[config.mk]
export PLATFORM = sky130hd
export DESIGN_NAME = apb3_master_bridge
export DESIGN_NICKNAME = d
export VERILOG_FILES = /design/src/rtl/apb3_master_pkg.sv /design/src/rtl/apb3_master_bridge.sv
export SDC_FILE = /design/constraint.sdc
export NUM_CORES = 1
export LEC_CHECK = 0
export BUFFER_PORTS_ARGS = -buffer_cell sky130_fd_sc_hd__buf_4
export CORE_MARGIN = 5
export CORE_UTILIZATION = 35
export CTS_BUF_LIST = sky130_fd_sc_hd__clkbuf_4
export DETAILED_ROUTE_END_ITERATION = 16
export PLACE_DENSITY = 0.64
export SYNTH_ARGS = -nofsm -noshare
export SYNTH_HDL_FRONTEND = slang
export SYNTH_SLANG_ARGS = --single-unit
[constraint.sdc]
create_clock -name clk -period 3.8 [get_ports clk]
set_input_delay 0.19 -clock clk [delete_from_list [all_inputs] [get_ports clk]]
set_output_delay 0.19 -clock clk [all_outputs]
set_load 0.05 [all_outputs]
[src/rtl/apb3_master_pkg.sv]
// Shared types for the APB3 master bridge: FSM state encoding and timeout counter sizing.
package apb3_master_pkg;

   typedef enum logic [1:0] {
      IDLE   = 2'd0,
      SETUP  = 2'd1,
      ACCESS = 2'd2
   } apb_state_e;

   // A zero timeout still needs a one-bit counter so the vector stays legal.
   function automatic int unsigned cnt_width(input int unsigned timeout);
      return (timeout == 0) ? 1 : $clog2(timeout + 1);
   endfunction

endpackage

[src/rtl/apb3_master_bridge.sv]
// APB3 initiator fed by a valid/ready request; one transfer in flight, response 3 cycles after accept plus wait states.
// Backpressure: req_ready is high only in IDLE, so requests stall for the whole SETUP/ACCESS sequence.
module apb3_master_bridge
   import apb3_master_pkg::*;
#(
   parameter int unsigned DATA_WIDTH     = 32,
   parameter int unsigned ADDR_WIDTH     = 32,
   parameter int unsigned TIMEOUT_CYCLES = 16
) (
   input  logic                  clk,
   input  logic                  arst_n,
   input  logic                  req_valid,
   output logic                  req_ready,
   input  logic                  req_write,
   input  logic [ADDR_WIDTH-1:0] req_addr,
   input  logic [DATA_WIDTH-1:0] req_wdata,
   output logic                  rsp_valid,
   output logic [DATA_WIDTH-1:0] rsp_rdata,
   output logic                  rsp_err,
   output logic                  rsp_timeout,
   output logic                  m_psel,
   output logic                  m_penable,
   output logic                  m_pwrite,
   output logic [ADDR_WIDTH-1:0] m_paddr,
   output logic [DATA_WIDTH-1:0] m_pwdata,
   input  logic [DATA_WIDTH-1:0] m_prdata,
   input  logic                  m_pready,
   input  logic                  m_pslverr
);

   localparam int unsigned   CW      = cnt_width(TIMEOUT_CYCLES);
   localparam logic [CW-1:0] CNT_MAX = '1;
   localparam logic [CW-1:0] CNT_LIM = CW'(TIMEOUT_CYCLES);
   localparam bit            TO_EN   = (TIMEOUT_CYCLES != 0);

   apb_state_e            state_q, state_d;
   logic [CW-1:0]         cnt_q, cnt_d, cnt_inc;
   logic                  req_ready_q, req_ready_d;
   logic                  rsp_valid_q, rsp_valid_d;
   logic [DATA_WIDTH-1:0] rsp_rdata_q, rsp_rdata_d;
   logic                  rsp_err_q, rsp_err_d;
   logic                  rsp_timeout_q, rsp_timeout_d;
   logic                  psel_q, psel_d;
   logic                  penable_q, penable_d;
   logic                  pwrite_q, pwrite_d;
   logic [ADDR_WIDTH-1:0] paddr_q, paddr_d;
   logic [DATA_WIDTH-1:0] pwdata_q, pwdata_d;

   always_comb begin
      state_d       = state_q;
      cnt_d         = cnt_q;
      req_ready_d   = req_ready_q;
      rsp_valid_d   = 1'b0;
      rsp_rdata_d   = '0;
      rsp_err_d     = 1'b0;
      rsp_timeout_d = 1'b0;
      psel_d        = psel_q;
      penable_d     = penable_q;
      pwrite_d      = pwrite_q;
      paddr_d       = paddr_q;
      pwdata_d      = pwdata_q;
      cnt_inc       = (cnt_q == CNT_MAX) ? cnt_q : cnt_q + CW'(1);

      case (state_q)
         IDLE: begin
            req_ready_d = 1'b1;
            if (req_valid && req_ready_q) begin
               pwrite_d    = req_write;
               paddr_d     = req_addr;
               pwdata_d    = req_wdata;
               psel_d      = 1'b1;
               penable_d   = 1'b0;
               req_ready_d = 1'b0;
               state_d     = SETUP;
            end
         end
         SETUP: begin
            penable_d = 1'b1;
            cnt_d     = '0;
            state_d   = ACCESS;
         end
         ACCESS: begin
            if (m_pready) begin
               rsp_valid_d = 1'b1;
               rsp_rdata_d = pwrite_q ? '0 : m_prdata;
               rsp_err_d   = m_pslverr;
               psel_d      = 1'b0;
               penable_d   = 1'b0;
               req_ready_d = 1'b1;
               state_d     = IDLE;
            end else if (TO_EN) begin
               // Counter stays at 0 when the timeout is disabled, so the bridge waits forever.
               cnt_d = cnt_inc;
               if (cnt_inc == CNT_LIM) begin
                  rsp_valid_d   = 1'b1;
                  rsp_err_d     = 1'b1;
                  rsp_timeout_d = 1'b1;
                  psel_d        = 1'b0;
                  penable_d     = 1'b0;
                  req_ready_d   = 1'b1;
                  state_d       = IDLE;
               end
            end
         end
         default: begin
            psel_d    = 1'b0;
            penable_d = 1'b0;
            state_d   = IDLE;
         end
      endcase
   end

   always_ff @(posedge clk or negedge arst_n) begin
      if (!arst_n) begin
         state_q       <= IDLE;
         cnt_q         <= '0;
         req_ready_q   <= 1'b0;
         rsp_valid_q   <= 1'b0;
         rsp_rdata_q   <= '0;
         rsp_err_q     <= 1'b0;
         rsp_timeout_q <= 1'b0;
         psel_q        <= 1'b0;
         penable_q     <= 1'b0;
         pwrite_q      <= 1'b0;
         paddr_q       <= '0;
         pwdata_q      <= '0;
      end else begin
         state_q       <= state_d;
         cnt_q         <= cnt_d;
         req_ready_q   <= req_ready_d;
         rsp_valid_q   <= rsp_valid_d;
         rsp_rdata_q   <= rsp_rdata_d;
         rsp_err_q     <= rsp_err_d;
         rsp_timeout_q <= rsp_timeout_d;
         psel_q        <= psel_d;
         penable_q     <= penable_d;
         pwrite_q      <= pwrite_d;
         paddr_q       <= paddr_d;
         pwdata_q      <= pwdata_d;
      end
   end

   assign req_ready   = req_ready_q;
   assign rsp_valid   = rsp_valid_q;
   assign rsp_rdata   = rsp_rdata_q;
   assign rsp_err     = rsp_err_q;
   assign rsp_timeout = rsp_timeout_q;
   assign m_psel      = psel_q;
   assign m_penable   = penable_q;
   assign m_pwrite    = pwrite_q;
   assign m_paddr     = paddr_q;
   assign m_pwdata    = pwdata_q;

endmodule

==> impl_results.md <==
- Initial DRC count: 166
- Mean post-synth cell area: ~15 um^2
- Outcome: completed
- Relative max-transition margin: 29.2%
- Num CTS Buffers: 9
- Most used DFF post-synth: dfrtp_1
- Initial antenna violation count: 0
- Cell variety after synth: 32
- Layout cells sized above 1: 49.7%
- Crit. End Element: flop
- Final WS setup: 1770 ps
- I/O pin total: 205
- Die area: roughly 0.014 mm^2
- Latest clock arrival within the worst-skew pair: ~460 ps
- Sequential group share of total power: between 30% and 40%
- First-pass GRT wire length: just under 20,000 um
- Max-slew violations: 0
- Most frequent cells in the layout: buf_4 (206), dfrtp_1 (109), dlygate4sd3_1 (100)
- GR Layer Usage met3: around 6%
- Largest net degree at the start of global routing: 87
- GR Layer Usage met2: about 30%
- Maximum vdd drop: roughly 0.33 mV
- Finish-stage setup viols: 0
- Yosys warnings: 0
- Tcrit/Tclk final: a little over half
- Clock Sinks: approximately 110
- Achievable Freq: just under 500 MHz
- Routing usage on met1: ~19%
- GRT busiest layer: met2
- Root Driver: clkbuf_4
- Htree depth: 3
- P&R area growth vs syn: 66.6%
- RSZ-0062 raised after global routing: false
- Die width: 119 um
- All-Layer GR Usage: 17.4%
- Pre-CTS setup slack: 1820 ps
- Post-synthesis sequential area ratio: around 65%
- Post-Route WL: 12,100 um
- Hold Startpoint: req_valid
- CP Data Arrival Time: 2400 ps
- Port Buf Inserts: 204
- Crit. Startpoint: cnt_q[0]
- Tmin final: 2030 ps
- Final std cells w/o fill: approximately 730
- Logic pwr share: between 50% and 60%
- Placed cell count: approximately 600
- Least-Margin Pin Slew: 1060 ps
- Mapped Cells: 277
- Mapped Nets: between 300 and 400
- CP Class: flop to flop
- Pwr Density: 825 mW/mm^2
- Leakage: 3.39 nW
- CP required: roughly 4200 ps
- Clk buf depth: 2
- Max cap viols: 0
- Worst hold path type: primary input to flop
- Mapped Area: 0.00417 mm^2
- Number of flops mapped to enable cells by yosys: 0
- Power share of the clock group: 9.7%
- Crit path max fanout: 8
- CTS clock-pin slew for the worst setup and hold paths: 150 ps
- Via count: about 3,300
- RR Startpoint: cnt_q[0]
- Antenna-violating nets left: 0
- Pint: 2.98 mW
- Vias in the first global route: 3,794
- Setup TNS: 0 ps
- Critical path startpoint category: flop
- Core Rows: 39
- CTS tree: yes
- Layout Skew: roughly 11 ps
- Share of synthesized registers carrying an async set or reset: 100%
- GP Congestion: 0.804
- Gr ovfl total: 0
- Setup Buffers After CTS: 0
- Final net count: 682
- HPWL after DPL: 7570 um
- Final hold viol count: 0
- Flops & latches, synth: 109
- Reported net switching power: 2.75 mW
- Starting density of the core: 36.0%
- Switching share of power: 48.0%
- Wire per inst: about 17 um
- Core area: 0.0116 mm^2
- Die Ht: around 120 um
- Commonest non-fill, non-tap cell in the layout: buf_4
- Via/cell ratio: around 4.6
- DRC Markers: 0
- Pre-antenna DRT Iters: 4
power groups by stage:
stage / Sequential (mW) / Combinational (mW) / Clock [mW]
after floorplan: 3.31 / 0.804 / 0
after global placement: 1.90 / 3.16 / 0
after detailed placement: 1.91 / 3.20 / 0
after CTS: 1.89 / 3.29 / 0.590
after global routing: 1.95 / 3.42 / 0.638
final: 1.89 / 3.28 / 0.555
routing by layer:
metal,wire [um],vias to the layer above
met2,6100,148
met3,990,26
li1,-,1555
met1,4660,1598
met5,0,-
met4,371,0
final cells by class:
cell class	count	area [um^2]
diodes	1	2.50
clock buffers	9	67.6
clock inverters	7	56.3
fillers	852	4630
inverters	5	18.8
multi-input cells	147	1320
flip-flops and latches	109	2730
well taps	143	179
repair buffers	307	2570
registers in the layout, summed over array words and instances (netlist names):
register	cells
rsp_rdata	32
req_ready	1
m_paddr	32
rsp_err	1
m_pwdata	32
m_psel	1
cnt_q	5
rsp_timeout	1
m_pwrite	1
state_q	2
rsp_valid	1
final timing paths:
| kind | endpoint | slack, ps | cells after the start |
|---|---|---|---|
| min | state_q[0] | 190 | 2 |
| min in group asynchronous | rsp_timeout | 460 | 2 |
| max | req_ready | 1770 | 5 |
| min reg2reg | m_paddr[0] | 530 | 1 |
| max reg2reg | req_ready | 1770 | 5 |
| max in group asynchronous | m_pwdata[7] | 2410 | 3 |
repair_timing:
item,4_1_cts,5_1_grt
endpoints found under the hold margin,184,0
hold buffers,100,0
resized for setup,0,0
through the flow:
stage                     hold slack (ps)  instance area, um^2  power (mW)  util, %
final                                 194                 6940        5.73     60.0
after global routing                  150                 6940        6.01     60.0
after floorplan                      -106                 4170        4.12        -
after CTS                             136                 6940        5.77     60.0
after global placement                399                 5810        5.06     50.2
after detailed placement              401                 5810        5.11     50.2
cells in the mapped netlist (2+ instances only):
library cell  number  area share, %
mux2_2            48             13
clkbuf_1           4           0.36
a31oi_1            2           0.30
a21oi_1            3           0.36
nor3_1             5           0.60
o22ai_1            2           0.30
inv_1              5           0.45
mux2i_1            2           0.48
and2_1            32            4.8
mux2_4            17            6.1
nor2_1             3           0.27
dfrtp_1          109             65
o211ai_1           3           0.54
nand2_1            7           0.63
buf_6              5            1.4
buf_2              7           0.84
and3_1             2           0.30
o21ai_0            7           0.84
critical path: stages, from the launching register on:
cell and delay (ps):
dfrtp_1 510, ha_1 350, or2_1 260, a211oi_2 350, o211ai_1 210, a311oi_2 260
logic make-up after synthesis:
| kind of cell | share of synthesized area (%) |
|---|---|
| and+or+nand+nor | 7.69 |
| adders and majority gates | 0.300 |
| AOI/OAI and AO/OA | 3.93 |
| DFF | 65.5 |
| muxes | 19.6 |
| buffers and inverters | 3.00 |
No activity file was read; power rests on OpenSTA's default activity.
